==> src/rtl/pc_pkg.sv <==
// Shared types and helpers for the fetch-address generator: next-PC select codes,
// sequential step sizes and the redirect-target alignment check.
package pc_pkg;

    typedef enum logic [2:0] {
        SEL_RESET    = 3'd0,
        SEL_TRAP     = 3'd1,
        SEL_REDIRECT = 3'd2,
        SEL_HOLD     = 3'd3,
        SEL_RAS      = 3'd4,
        SEL_SEQ      = 3'd5
    } pc_sel_e;

    localparam logic [2:0] STEP_2 = 3'd2;
    localparam logic [2:0] STEP_4 = 3'd4;

    // A target is unusable if it is odd, or not word aligned when only 32-bit instructions exist.
    function automatic logic addr_misaligned(input logic bit0, input logic bit1, input logic c_ext);
        return bit0 | (~c_ext & bit1);
    endfunction

endpackage

==> src/rtl/ras_stack.sv <==
// Return-address stack: circular buffer with a top pointer and a saturating entry count.
// A push on a full stack silently overwrites the oldest entry.
module ras_stack
    import pc_pkg::*;
#(
    parameter int DEPTH = 4,
    parameter int WIDTH = 32
) (
    input  logic             clk,
    input  logic             rst,
    input  logic             flush,
    input  logic             push,
    input  logic             pop,
    input  logic [WIDTH-1:0] push_data,
    output logic [WIDTH-1:0] top_data,
    output logic             empty
);

    localparam int PW = $clog2(DEPTH);
    localparam int CW = $clog2(DEPTH + 1);

    logic [WIDTH-1:0] mem_r [DEPTH];
    logic [PW-1:0]    top_r;
    logic [CW-1:0]    count_r;
    logic [PW-1:0]    top_inc_s;

    assign top_inc_s = top_r + PW'(1);
    assign top_data  = mem_r[top_r];
    assign empty     = (count_r == CW'(0));

    // Pointer, count and storage update; push+pop replaces the top entry in place.
    always_ff @(posedge clk) begin
        if (rst) begin
            top_r   <= PW'(0);
            count_r <= CW'(0);
            for (int i = 0; i < DEPTH; i++) begin
                mem_r[i] <= WIDTH'(0);
            end
        end else if (flush) begin
            count_r <= CW'(0);
        end else if (push && pop) begin
            mem_r[top_r] <= push_data;
            if (count_r == CW'(0)) begin
                count_r <= CW'(1);
            end else begin
                count_r <= count_r;
            end
        end else if (push) begin
            top_r            <= top_inc_s;
            mem_r[top_inc_s] <= push_data;
            if (count_r == CW'(DEPTH)) begin
                count_r <= count_r;
            end else begin
                count_r <= count_r + CW'(1);
            end
        end else if (pop && (count_r != CW'(0))) begin
            top_r   <= top_r - PW'(1);
            count_r <= count_r - CW'(1);
        end else begin
            top_r   <= top_r;
            count_r <= count_r;
        end
    end

endmodule

==> src/rtl/pc_gen.sv <==
// Fetch-address generator: holds the fetch PC and picks the next one from trap vector,
// execute redirect, return-address prediction or the sequential +2/+4 step.
module pc_gen
    import pc_pkg::*;
#(
    parameter int                  Reg_size  = 32,
    parameter logic [Reg_size-1:0] RESET_VEC = '0,
    parameter int                  RAS_DEPTH = 4,
    parameter bit                  C_EXT     = 1'b0
) (
    input  logic                clk,
    input  logic                rst,
    input  logic                en,
    input  logic                trap_valid,
    input  logic [Reg_size-1:0] trap_vec,
    input  logic                redirect_valid,
    input  logic [Reg_size-1:0] redirect_pc,
    input  logic                is_compressed,
    input  logic                call,
    input  logic                ret,
    output logic [Reg_size-1:0] pc_out,
    output logic [Reg_size-1:0] pc_plus,
    output logic                misaligned,
    output logic                ras_empty
);

    logic [Reg_size-1:0] pc_r;
    logic [Reg_size-1:0] pc_next_s;
    logic [Reg_size-1:0] step_s;
    logic [Reg_size-1:0] ras_top_s;
    logic                misaligned_r;
    logic                redir_bad_s;
    logic                advance_s;
    logic                ras_empty_s;
    pc_sel_e             sel_s;

    assign step_s      = (C_EXT && is_compressed) ? Reg_size'(STEP_2) : Reg_size'(STEP_4);
    assign pc_plus     = pc_r + step_s;
    assign pc_out      = pc_r;
    assign misaligned  = misaligned_r;
    assign ras_empty   = ras_empty_s;
    assign redir_bad_s = addr_misaligned(redirect_pc[0], redirect_pc[1], C_EXT);
    // The stack only moves on a normal advancing cycle; traps and redirects squash call/ret.
    assign advance_s   = en && !trap_valid && !redirect_valid;

    ras_stack #(
        .DEPTH (RAS_DEPTH),
        .WIDTH (Reg_size)
    ) u_ras (
        .clk       (clk),
        .rst       (rst),
        .flush     (trap_valid),
        .push      (advance_s && call),
        .pop       (advance_s && ret),
        .push_data (pc_plus),
        .top_data  (ras_top_s),
        .empty     (ras_empty_s)
    );

    // Next-PC source priority.
    always_comb begin
        sel_s = SEL_SEQ;
        if (rst) begin
            sel_s = SEL_RESET;
        end else if (trap_valid) begin
            sel_s = SEL_TRAP;
        end else if (redirect_valid) begin
            sel_s = SEL_REDIRECT;
        end else if (!en) begin
            sel_s = SEL_HOLD;
        end else if (ret && !ras_empty_s) begin
            sel_s = SEL_RAS;
        end else begin
            sel_s = SEL_SEQ;
        end
    end

    // Next-PC value for the selected source; a rejected redirect keeps the current PC.
    always_comb begin
        pc_next_s = pc_r;
        case (sel_s)
            SEL_RESET:    pc_next_s = RESET_VEC;
            SEL_TRAP:     pc_next_s = {trap_vec[Reg_size-1:2], 2'b00};
            SEL_REDIRECT: pc_next_s = redir_bad_s ? pc_r : redirect_pc;
            SEL_HOLD:     pc_next_s = pc_r;
            SEL_RAS:      pc_next_s = ras_top_s;
            SEL_SEQ:      pc_next_s = pc_plus;
            default:      pc_next_s = pc_r;
        endcase
    end

    // PC register and one-cycle misaligned-redirect flag.
    always_ff @(posedge clk) begin
        if (rst) begin
            pc_r         <= RESET_VEC;
            misaligned_r <= 1'b0;
        end else begin
            pc_r         <= pc_next_s;
            misaligned_r <= (sel_s == SEL_REDIRECT) && redir_bad_s;
        end
    end

endmodule

==> config.mk <==
export PLATFORM = sky130hd
export DESIGN_NAME = pc_gen
export DESIGN_NICKNAME = d
export VERILOG_FILES = /design/src/rtl/pc_pkg.sv /design/src/rtl/ras_stack.sv /design/src/rtl/pc_gen.sv
export SDC_FILE = /design/constraint.sdc
export NUM_CORES = 1
export LEC_CHECK = 0
export BUFFER_PORTS_ARGS = -buffer_cell sky130_fd_sc_hd__buf_2
export CAP_MARGIN = 10
export CORE_ASPECT_RATIO = 1.75
export CORE_MARGIN = 4
export CORE_UTILIZATION = 52
export CTS_CLUSTER_SIZE = 30
export DETAILED_ROUTE_END_ITERATION = 6
export GPL_TIMING_DRIVEN = 0
export HOLD_SLACK_MARGIN = 0.12
export PLACE_DENSITY_LB_ADDON = 0.12
export SLEW_MARGIN = 20
export SYNTH_ARGS = -nofsm -noshare
export SYNTH_HDL_FRONTEND = slang
export SYNTH_HIERARCHICAL = 1
export SYNTH_SLANG_ARGS = --single-unit
==> constraint.sdc <==
create_clock -name clk -period 3.7 [get_ports clk]
set_clock_uncertainty 0.05 [all_clocks]
set_input_delay 0 -clock clk [delete_from_list [all_inputs] [get_ports clk]]
set_output_delay 0 -clock clk [all_outputs]
set_load 0.005 [all_outputs]
Word level (Yosys, flattened, before mapping)
Memories as Yosys holds them, arrays and structs flattened. A register that Yosys moved wholly into a read port is not among the register bits.
Cells that the tools add are included.
Widths: inputs -> output; s select.
{"block": "word_totals", "out_inout_bits": 66, "memories": 1, "word_cells": 77, "in_bits": 72, "reg_bits": 38, "mem_bits_ro": 0, "latchBits": 0, "ram_bits": 128}
{"block": "classes", "n_addsub": 5, "n_mul": 0, "shift": 0, "div": 0, "muxes": 33, "magnitude_cmp": 0, "bitwise_logic": 3, "eq_ne": 8, "n_reduce_logical": 23}
{"name": "u_ras.mem_r", "words": 4, "word_bits": 32, "read_ports": 1, "rd_clocked_by_memory_dff": 1, "wr": 4, "line_no": "ras_stack.sv:22", "text": "logic [WIDTH-1:0] mem_r [DEPTH];"}
{"cell": "$pmux 32 s5", "n": 1}
{"cell": "$mux 32", "n": 3}
{"cell": "$reduce_or 32->1", "n": 2}
{"cell": "$add 32x3->32 const B", "n": 1}
{"cell": "$mux 3", "n": 9}
{"cell": "$mux 1", "n": 14}
{"cell": "$mux 2", "n": 6}
{"cell": "$eq 3x3->1 const B", "n": 3}
{"cell": "$logic_and 1x1->1", "n": 8}
{"cell": "$logic_not 3->1", "n": 2}
{"cell": "$reduce_and 3->1", "n": 2}
{"cell": "$reduce_bool 3->1", "n": 2}
{"cell": "$reduce_bool 5->1", "n": 1}
{"cell": "$ne 2x2->1 const B", "n": 2}
{"cell": "$add 3x1->3 const B", "n": 1}
{"cell": "$eq 3x1->1 const B", "n": 1}
{"cell": "$eq 3x2->1 const B", "n": 1}
{"cell": "$logic_not 1->1", "n": 3}
{"cell": "$ne 3x3->1 const B", "n": 1}
{"cell": "$sub 3x1->3 const B", "n": 1}
{"cell": "$add 2x1->2 const B", "n": 1}
{"cell": "$not 1->1", "n": 2}
{"cell": "$reduce_and 2->1", "n": 1}
{"cell": "$reduce_bool 2->1", "n": 1}
{"cell": "other kinds (3)", "n": 3}

Logic depth before layout (Yosys ltp)
Gate-level depths: netlist of the first run.
{"block": "depth", "depth_word": 12, "ltp_mapped": 10, "depth_no_buf": 7}

By module
Netlist of the first run, hierarchy kept.
{"module": "ras_stack", "area_per_inst_um2": 6004.5, "seq_area_each_um2": 3983.8, "cells_each": 370, "instances": 1}
{"module": "pc_gen", "area_per_inst_um2": 2652.5, "seq_area_each_um2": 660.6, "cells_each": 334, "instances": 1}

Worst setup path before layout of the first run
OpenSTA, ideal clock, no wires.
{"block": "synth_path", "path_kind": "input to register", "start": "input trap_valid", "end": "memory u_ras.mem_r[1][0] (enable)", "setup_ns": 0.470, "stages": 5, "path_slack_ns": -0.320, "t_arrival_ns": 3.500, "n_path_buf": 2, "required_time_ns": 3.180, "cell_sequence": "clkbuf_1 > buf_1 > nor3b_1 > nand2b_1 > o31ai_1"}
{"element": "start: declaration", "line_no": "pc_gen.sv:14", "text": "input logic trap_valid,"}
{"element": "end: declaration", "line_no": "ras_stack.sv:22"}

Final worst setup path of the first run
{"block": "layout_path", "start": "input redirect_valid", "end": "register u_ras.count_r[2]"}
{"block": "layout_between", "elab_chain_len": 6, "elab_cells_between_ends": 12, "cone_classes": "eq/ne: 2; mux: 2; reduce/logical: 8"}
{"element": "start: declaration", "line_no": "pc_gen.sv:16", "text": "input logic redirect_valid,"}
{"element": "$logic_not 1->1 (*)", "line_no": "pc_gen.sv:44", "text": "assign advance_s = en && !trap_valid && !redirect_valid;"}
{"element": "$logic_and 1x1->1 (*)", "line_no": "pc_gen.sv:44"}
{"element": "$logic_and 1x1->1 (on tied branches)", "line_no": "pc_gen.sv:53, pc_gen.sv:54"}
{"element": "$logic_and 1x1->1 (on tied branches)", "line_no": "ras_stack.sv:41, ras_stack.sv:56"}
{"element": "$ne 3x3->1 (no source line) (tied with other cells)"}
{"element": "$reduce_and 3->1 (no source line)"}
{"element": "end signal: assignment", "line_no": "ras_stack.sv:46", "text": "count_r <= count_r;"}
{"element": "end signal: assignment", "line_no": "ras_stack.sv:52", "text": "count_r <= count_r;"}
{"element": "end signal: assignment", "line_no": "ras_stack.sv:54", "text": "count_r <= count_r + CW'(1);"}
{"element": "end: declaration", "line_no": "ras_stack.sv:24", "text": "logic [CW-1:0] count_r;"}
Mark *: on every way between the ends. The rest lies on a longest branch, timed or not.
A chain may end at the register's enable or synchronous reset.

==> results of run 1 <==
==> layer usage <==
layer	routed length, um	up-vias	part of all wire, %	GRT usage [%]
met5	0	-	0	0
met4	922	0	3.4	11.9
met3	1680	60	6.2	4.50
met2	14500	317	54	53.4
met1	9960	3457	37	33.4
li1	-	3136	-	-
==> what timing repair did <==
item / in CTS / in global routing
endpoints found under the hold margin: 39 / 0
gates resized for setup: 0 / 1
hold buffers: 65 / 0
setup endpoints to repair: 0 / 1
buffers inserted: 0 / 0
==> power by group <==
part / switching (W) / total, W / internal [W]
sequential: 0.0000406 / 0.00213 / 0.00209
clock: 0.000801 / 0.00182 / 0.00102
combinational: 0.000230 / 0.000423 / 0.000193
==> sequential cells by signal (all words and copies together), names as in the netlist, named ones only <==
register       flops
u_ras/count_r      3
pc_out            32
u_ras/top_r        2
u_ras/mem_r      128
misaligned         1
==> area by class of cell <==
type,count,area [sq um]
sequential,168,4640
fill,1258,5440
tap,224,280
clock inverter,14,165
clock buffer,18,429
buffer,57,292
multi-input combinational,467,3710
timing repair buffer,202,1370
inverter,12,45.0
==> worst min-delay path by stage <==
stage,start,end,slack [ps],depth (start not counted)
finish,trap_valid,pc_out[0]$_SDFFE_PP0P_,150,4
global route,en,pc_out[1]$_SDFFE_PP0P_,170,4
CTS,trap_vec[12],pc_out[12]$_SDFFE_PP0P_,130,5
detailed placement,redirect_pc[1],misaligned$_SDFF_PP0_,200,2
global placement,redirect_pc[1],misaligned$_SDFF_PP0_,190,2
floorplan,redirect_pc[1],misaligned$_SDFF_PP0_,60,1
==> cell usage after synthesis (7+ instances only) <==
library cell    n  area [sq um]
a22o_1         12           105
dfxtp_1        40           801
a22oi_1        22           165
xor2_1         11          96.3
mux4_2         32           721
buf_2          16          80.1
nand3_1        19          95.1
edfxtp_1      128          3840
and3_1         35           219
o21ai_0        24           120
nand4_1         8          50.1
nor2_1         23          86.3
inv_1          12          45.0
xnor2_1        20           175
and2_1         98           613
o2bb2ai_1      12           105
clkbuf_1       24          90.1
nand2_1        33           124
nor3_1          8          40.0
a21o_1          7          52.6
a222oi_1        7          70.1
==> logic make-up after synthesis <==
kind of cell	Yosys count	share of synthesized area, %
mux	34	8.59
xor+xnor	32	3.32
flops	168	53.6
simple gates	264	18.3
compound gates	135	11.9
buf+inv	69	3.89
fa+ha+maj	2	0.376
==> metrics by stage <==
| step | TNS, ps | cells | power (W) | setup WS, ps |
|---|---|---|---|---|
| 2_1_floorplan | -20480 | 704 | 0.00235 | -320 |
| 3_3_place_gp | -197110 | 1061 | 0.00251 | -3210 |
| 3_5_place_dp | -163 | 1065 | 0.00253 | -163 |
| 4_1_cts | 0 | 1162 | 0.00438 | 207 |
| 5_1_grt | 0 | 1162 | 0.00450 | 144 |
| 6_report | 0 | 1162 | 0.00437 | 441 |
==> critical path: cells and delay by family <==
kind	cells	cell delay [ps]
AOI/OAI and AO/OA	1	220
adders and majority gates	1	490
buffers and inverters	5	1730
and+or+nand+nor	3	1090
==> flow_metrics.env, run 1 <==
export IMPL_grt_pass1_wl_mm=40.8
export IMPL_vias=6970
export IMPL_cp_start_kind="primary input"
export IMPL_final_util_pct=66.8
export IMPL_dieHeight_um=179
export IMPL_reg2reg_depth=7
export IMPL_crit_top_cell="clkbuf_1"
export IMPL_layout_common_cells="buf_2 (149), edfxtp_1 (128), and2_1 (98)"
export IMPL_hold_ws_ps=145
export IMPL_p_leak_nw=4.37
export IMPL_worstMarginPinSlew_ps=1040
export IMPL_wl_per_cell_um=23.3
export IMPL_p_per_area_nw_per_um2=400
export IMPL_r2r_end="pc_out[15]$_SDFFE_PP0P_"
export IMPL_die_area_sq_um=18900
export IMPL_maxCapViolCount=0
export IMPL_clock_sink_count=168
export IMPL_area_growth_pct=26.2
export IMPL_cp_endpoint="u_ras/count_r[2]$_SDFFE_PP0P_"
export IMPL_clk_path_buf_depth=2
export IMPL_hold_viol=0
export IMPL_dr_pass1_iters=7
export IMPL_crit_type="primary input to register"
export IMPL_gp_congestion=0.920
export IMPL_grt_antenna_before_repair=0
export IMPL_hold_path_class="primary input to register"
export IMPL_ir_drop_uv=276
export IMPL_synth_edf_count=128
export IMPL_cp_end_kind="register"
export IMPL_rsz0062_at_grt="false"
export IMPL_wl_mm=27.0
export IMPL_synth_avg_cell_area_sq_um=12.3
export IMPL_dieWidth_um=106
export IMPL_synth_seq_cells=168
export IMPL_slew_headroom_pct=30.9
export IMPL_grt_ovfl_total=0
export IMPL_outcome="finished, violations left"
export IMPL_synth_top_flop_cell="edfxtp_1"
export IMPL_grt_max_degree=33
export IMPL_slowest_stage="dlygate4sd3_1"
export IMPL_finalMaxSlewViolations=0
export IMPL_fin_crit_sh_pct=88.1
export IMPL_track_usage_pct=29.0
export IMPL_portBuffers=133
export IMPL_design_area_sq_um=10900
export IMPL_setup_viol=0
export IMPL_fin_crit_ps=3260
export IMPL_drive_gt1_share_pct=27.3
export IMPL_fmax_mhz=307
export IMPL_worstPathRequired_ps=3990
export IMPL_grt_pass1_vias=7155
export IMPL_drcViolationCount=10
export IMPL_start_util_pct=52.9
export IMPL_syn_area_sq_um=8660
export IMPL_violations="DRC"
export IMPL_clock_root_buffer="clkbuf_16"
export IMPL_cp_cell_sequence="dlygate4sd3_1 -> buf_2 -> nand2b_1 -> nor3b_2 -> clkbuf_1 -> clkbuf_1 -> inv_1 -> fa_1 -> or3_1 -> a221oi_1"
export IMPL_synth_warnings=6
export IMPL_hpwl_mm=19.0
export IMPL_cp_max_fo=10
export IMPL_yosysSeqAreaShare_pct=53.6
export IMPL_cts_tree="yes"
export IMPL_final_common_cell="buf_2"
export IMPL_via_per_inst=6.00
export IMPL_clk_pin_slew_worst_paths_ps=70
export IMPL_fp_coreArea_sq_um=16400
export IMPL_synth_cell_types=71
export IMPL_antenna_left=0
export IMPL_synthArstFlopShare_pct=0
export IMPL_drt_initial_drc_count=492
export IMPL_r2r_slack_ps=600
export IMPL_numCtsBuffers=17
export IMPL_arrival_ps=3550
export IMPL_n_antenna_cell=0
export IMPL_postPlaceCellArea_sq_um=9680
export IMPL_io_pins=138
export IMPL_nets=999
export IMPL_cts_htree_levels=4
export IMPL_synthesis_nets=778
export IMPL_rows=62
export IMPL_startpoint="redirect_valid"
export IMPL_clk_latency_ps=430
export IMPL_netlist_instances=704
export IMPL_slowest_delay_ps=530
(Power assumes the default switching activity.)
==> run 2, diff against run 1 <==
--- a/config.mk
+++ b/config.mk
@@ -15,6 +15,7 @@
 export GPL_TIMING_DRIVEN = 0
 export HOLD_SLACK_MARGIN = 0.12
 export PLACE_DENSITY_LB_ADDON = 0.12
+export REMOVE_ABC_BUFFERS = 1
 export SLEW_MARGIN = 20
 export SYNTH_ARGS = -nofsm -noshare
 export SYNTH_HDL_FRONTEND = slang
==> run 2 against run 1 <==
The run still ends with DRC left. Total power is 1.2% lower. Sequential share of layout area is 0.25 points higher. Die area stayed put. Count of clock-buffer cells in the layout is 1 higher. Worst hold slack worse by 16 ps. Largest cell class unchanged.
==> flow_metrics.env, run 2 (same netlist as run 1, synthesis figures left out) <==
export IMPL_cp_start_kind="primary input"
export IMPL_fin_crit_sh_pct=88.2
export IMPL_rows=62
export IMPL_grt_pass1_vias=7331
export IMPL_dr_pass1_iters=7
export IMPL_tns_ps=0
export IMPL_dieHeight_um=179
export IMPL_slew_headroom_pct=27.9
export IMPL_largest_register_ffs=128
export IMPL_n_antenna_cell=0
export IMPL_nets=954
export IMPL_outcome="finished, violations left"
export IMPL_clock_sink_count=168
export IMPL_io_pins=138
export IMPL_grt_max_degree=38
export IMPL_fmax_mhz=306
export IMPL_cp_cell_sequence="buf_2 -> nor3_2 -> or3b_1 -> a21oi_4 -> or2_2"
export IMPL_fillers=1257
export IMPL_antenna_left=0
export IMPL_arrival_ps=3250
export IMPL_regMostFlops="u_ras/mem_r"
export IMPL_layout_common_cells="buf_2 (134), edfxtp_1 (128), and2_1 (98)"
export IMPL_cts_tree="yes"
export IMPL_reg2reg_depth=4
export IMPL_maxCapViolCount=0
export IMPL_sw_frac_of_total_pct=23.5
export IMPL_fin_crit_ps=3260
export IMPL_r2r_slack_ps=810
export IMPL_start_util_pct=52.9
export IMPL_worstMarginPinSlew_ps=1080
export IMPL_portBuffers=134
export IMPL_design_area_sq_um=10900
export IMPL_slowest_delay_ps=940
export IMPL_cts_resized=0
export IMPL_final_common_cell="buf_2"
export IMPL_fp_coreArea_sq_um=16400
export IMPL_die_area_sq_um=18900
export IMPL_clock_root_buffer="clkbuf_16"
export IMPL_cp_max_fo=37
export IMPL_numCtsBuffers=17
export IMPL_finalMaxSlewViolations=0
export IMPL_drive_gt1_share_pct=28.4
export IMPL_area_growth_pct=25.6
export IMPL_p_comb_share_pct=9.4
export IMPL_p_seq_share_pct=49.5
export IMPL_hpwl_mm=17.0
export IMPL_cts_htree_levels=4
export IMPL_drcViolationCount=6
export IMPL_power_w=0.00432
export IMPL_wl_per_cell_um=23.2
export IMPL_setup_viol=0
export IMPL_grt_ovfl_total=0
export IMPL_grt_antenna_before_repair=0
export IMPL_cts_hold_buf=60
export IMPL_rsz0062_at_grt="false"
export IMPL_final_util_pct=66.5
export IMPL_post_cts_setup_buffers=0
export IMPL_cp_end_kind="register"
export IMPL_slowest_stage="or2_2"
export IMPL_via_per_inst=6.10
export IMPL_vias=6813
export IMPL_p_int_w=0.00330
export IMPL_clk_pin_slew_worst_paths_ps=60
export IMPL_postPlaceCellArea_sq_um=9690
export IMPL_ir_drop_uv=317
export IMPL_wl_mm=25.9
export IMPL_p_switching_w=0.00102
export IMPL_track_usage_pct=28.1
export IMPL_clk_path_buf_depth=2
export IMPL_p_leak_nw=4.30
export IMPL_p_per_area_nw_per_um2=397
export IMPL_dieWidth_um=106
export IMPL_grt_pass1_wl_mm=40.1
export IMPL_pwr_share_clk_pct=41.1
export IMPL_hold_path_class="primary input to register"
export IMPL_violations="DRC"
export IMPL_min_path_cells=5
export IMPL_drt_initial_drc_count=601
export IMPL_crit_type="primary input to register"
export IMPL_worstPathRequired_ps=3690
export IMPL_clk_latency_ps=420
export IMPL_gp_congestion=0.811
export IMPL_hold_viol=0
## run 2: cell types whose count changed in the layout (fill, tap and decap cells not counted), sizes merged
cell	previous run	this run
inv	18	15
buf	166	154
clkinv	4	6
clkbuf	46	19
dlygate4sd3	65	60
## run 2: metal layers
layer  vias to the layer above  GRT usage, %  wire (um)
li1                       3045             -          -
met4                         0          11.3        822
met5                         -             0          0
met3                        56          5.30       1870
met1                      3360          32.3       9150
met2                       352          51.3      14100
## run 2: worst paths after layout
kind,from,to
worst max-delay path,trap_valid,u_ras/mem_r[0][11]$_SDFFCE_PN0P_
worst min register to register,u_ras/count_r[0]$_SDFFE_PP0P_,u_ras/count_r[0]$_SDFFE_PP0P_
worst max register to register,u_ras/top_r[0]$_SDFFE_PP0P_,u_ras/mem_r[2][20]$_SDFFCE_PN0P_
worst min-delay path,redirect_pc[20],pc_out[20]$_SDFFE_PP0P_
## run 2: power groups by stage
stage / registers (W) / clock network, W / logic, W
final: 0.00214 / 0.00178 / 0.000405
after global routing: 0.00214 / 0.00187 / 0.000434
after CTS: 0.00214 / 0.00180 / 0.000403
after detailed placement: 0.00218 / 0 / 0.000347
after global placement: 0.00218 / 0 / 0.000311
after floorplan: 0.00217 / 0 / 0.000158
## run 2: stage by stage
stage | cells | hold slack (ps) | setup slack [ps]
floorplan | 647 | 60.2 | -1490
global placement | 1005 | 195 | -6590
detailed placement | 1025 | 198 | 29.2
CTS | 1117 | 132 | 479
global route | 1117 | 163 | 321
finish | 1117 | 129 | 436
## run 2: final cells by class
cell class              count  area, sq um  area share [%]
clock buffers              19          443            4.07
clock inverters            13          145            1.33
repair buffers            214         1550            14.3
flip-flops and latches    168         4650            42.7
inverters                  12         45.0           0.414
well taps                 224          280            2.58
multi-input cells         467         3760            34.6
## run 2: critical path, delay by kind of cell
family                 cells  cell delay (ps)
and+or+nand+nor            3             2220
AOI/OAI and AO/OA          1              610
buffers and inverters      1              380
==> run 3, diff against run 2 <==
--- a/config.mk
+++ b/config.mk
@@ -5,6 +5,7 @@
 export SDC_FILE = /design/constraint.sdc
 export NUM_CORES = 1
 export LEC_CHECK = 0
+export ABC_AREA = 1
 export BUFFER_PORTS_ARGS = -buffer_cell sky130_fd_sc_hd__buf_2
 export CAP_MARGIN = 10
 export CORE_ASPECT_RATIO = 1.75
==> run 3 against run 2 <==
The run now ends clean. Combinational power grew 24%. Largest cell class unchanged. Non-clock buffer count shrank 6. Die area grew 5.4%. Largest power group unchanged. Cell area grew 4.3%.
==> flow_metrics.env, run 3 <==
export IMPL_synth_top_cells_by_area="edfxtp_1 (42%), nand2_1 (13%), nor2_1 (9.8%), dfxtp_1 (8.7%), inv_1 (5.4%)"
export IMPL_outcome="complete, no violations"
export IMPL_track_usage_pct=27.7
export IMPL_p_leak_nw=4.83
export IMPL_synth_seq_cells=168
export IMPL_grt_ovfl_total=0
export IMPL_yosysTopAreaCellShare_pct=42.0
export IMPL_clk_path_buf_depth=2
export IMPL_grt_pass1_wl_mm=41.5
export IMPL_hpwl_mm=17.4
export IMPL_wl_per_cell_um=16.8
export IMPL_area_growth_pct=23.9
export IMPL_worstPathRequired_ps=3780
export IMPL_setup_viol=0
export IMPL_synth_top_flop_cell="edfxtp_1"
export IMPL_n_antenna_cell=0
export IMPL_drcViolationCount=0
export IMPL_final_common_cell="nand2_1"
export IMPL_multi_input_area_sq_um=3760
export IMPL_maxCapViolCount=0
export IMPL_clock_root_buffer="clkbuf_16"
export IMPL_grt_max_degree=66
export IMPL_grt_pass1_vias=8096
export IMPL_clk_pin_slew_worst_paths_ps=60
export IMPL_synth_cell_types=34
export IMPL_cp_start_kind="primary input"
export IMPL_hold_ws_ps=139
export IMPL_clock_sink_count=168
export IMPL_fin_crit_ps=3380
export IMPL_syn_area_sq_um=9160
export IMPL_finalWorstSetupSlack_ps=321
export IMPL_tns_ps=0
export IMPL_nets=1428
export IMPL_portBuffers=134
export IMPL_p_per_area_nw_per_um2=393
export IMPL_layout_common_cells="nand2_1 (323), nor2_1 (237), buf_2 (134)"
export IMPL_yosys_area_top_type="edfxtp_1"
export IMPL_power_w=0.00446
export IMPL_yosys_cell_count_top_type="nand2_1"
export IMPL_synth_avg_cell_area_sq_um=7.79
export IMPL_place_ws_ps=106
export IMPL_rsz0062_at_grt="false"
export IMPL_slew_headroom_pct=26.2
export IMPL_fin_crit_sh_pct=91.3
export IMPL_cp_end_kind="register"
export IMPL_ir_drop_uv=258
export IMPL_dieWidth_um=108
export IMPL_ys_top_cells_by_count="nand2_1 (326), nor2_1 (238), inv_1 (131), edfxtp_1 (128), o21ai_0 (71)"
export IMPL_hold_path_class="primary input to register"
export IMPL_regArea_sq_um=4650
export IMPL_yosysSeqAreaShare_pct=50.7
export IMPL_drive_gt1_share_pct=17.9
export IMPL_netlist_instances=1176
export IMPL_finalMaxSlewViolations=0
export IMPL_cp_max_fo=34
export IMPL_io_pins=138
export IMPL_rows=64
export IMPL_fp_coreArea_sq_um=17400
export IMPL_fmax_mhz=296
export IMPL_cts_htree_levels=4
export IMPL_final_util_pct=65.3
export IMPL_regMostFlops="u_ras/mem_r"
export IMPL_largest_register_ffs=128
export IMPL_arrival_ps=3460
export IMPL_cts_tree="yes"
export IMPL_numCtsBuffers=17
export IMPL_gp_congestion=0.888
export IMPL_worstMarginPinSlew_ps=1110
export IMPL_antenna_left=0
export IMPL_dr_pass1_iters=5
export IMPL_post_cts_setup_buffers=0
export IMPL_grt_antenna_before_repair=0
export IMPL_start_util_pct=52.7
export IMPL_synthArstFlopShare_pct=0
export IMPL_synth_edf_count=128
export IMPL_fillers=1540
export IMPL_vias=8399
export IMPL_crit_type="primary input to register"
export IMPL_clk_latency_ps=430
export IMPL_die_area_sq_um=19900
export IMPL_hold_viol=0
export IMPL_dieHeight_um=184
export IMPL_drt_initial_drc_count=624
export IMPL_wl_mm=26.9
export IMPL_via_per_inst=5.26
export IMPL_synth_warnings=6
run 3: cell types whose count changed in the layout (fill, tap and decap cells not counted), moves of 15 or more:
cell	change
nand2_1	+291
nor2_1	+215
inv_1	+117
and2_1	-80
o21ai_0	+47
nor2_2	+37
and3_1	-35
mux4_2	-32
o22ai_1	+31
nand3_1	+25
a22oi_1	-22
xnor2_1	-15
run 3: worst max-delay path, cell delays in order:
cell	delay (ps)
dlygate4sd3_1	530
buf_2	160
inv_1	120
nand2_1	80
nor2_1	360
nand2_4	420
a21oi_4	330
nand3_4	630
nand2_4	590
buf_16	220
run 3: cell families after synthesis:
group	synth area share, %
xor+xnor	0.861
flops	50.7
compound gates	7.10
fa+ha+maj	0.355
simple gates	32.3
buf+inv	8.67
run 3: worst paths after layout:
check	start	cells past startpoint	end	slack, ps
setup reg to reg	register	11	pc_out[26]$_SDFFE_PP0P_	530
hold reg to reg	pc_out[31]$_SDFFE_PP0P_	2	pc_out[31]$_SDFFE_PP0P_	430
setup / recovery	trap_valid	10	u_ras/mem_r[0][19]$_SDFFCE_PN0P_	320
hold / removal	ret	7	u_ras/count_r[0]$_SDFFE_PP0P_	140
run 3: where the power goes:
group / switching [W] / internal [W]
Combinational: 0.000286 / 0.000217
Sequential: 0.0000753 / 0.00211
Clock: 0.000753 / 0.00102
Total: 0.00111 / 0.00334
run 3: what timing repair did:
action	4_1_cts	5_1_grt
hold buffers	66	0
gates resized for setup	0	2
endpoints found under the setup margin	0	47
hold endpoints to repair	38	0
run 3: area by class of cell:
type	instances	area share, %
Multi-Input combinational cell	821	33.1
Clock inverter	12	1.26
Tap cell	231	2.55
Timing Repair Buffer	208	13.5
Inverter	138	4.60
Sequential cell	168	41.0
Clock buffer	20	3.94
run 3: per-layer routing:
metal	wire [um]	vias to the layer above	share of wire [%]	track usage [%]
met5	0	-	0	0
met4	904	0	3.4	12.7
met3	1610	68	6.0	4.22
met2	14300	298	53	50.1
met1	10100	3946	38	31.7
li1	-	4087	-	-
run 3: metrics by stage:
step,cells,area (sq um)
floorplan,1127,8880
global placement,1492,9840
detailed placement,1500,10100
CTS,1598,11300
global route,1598,11300
finish,1598,11300
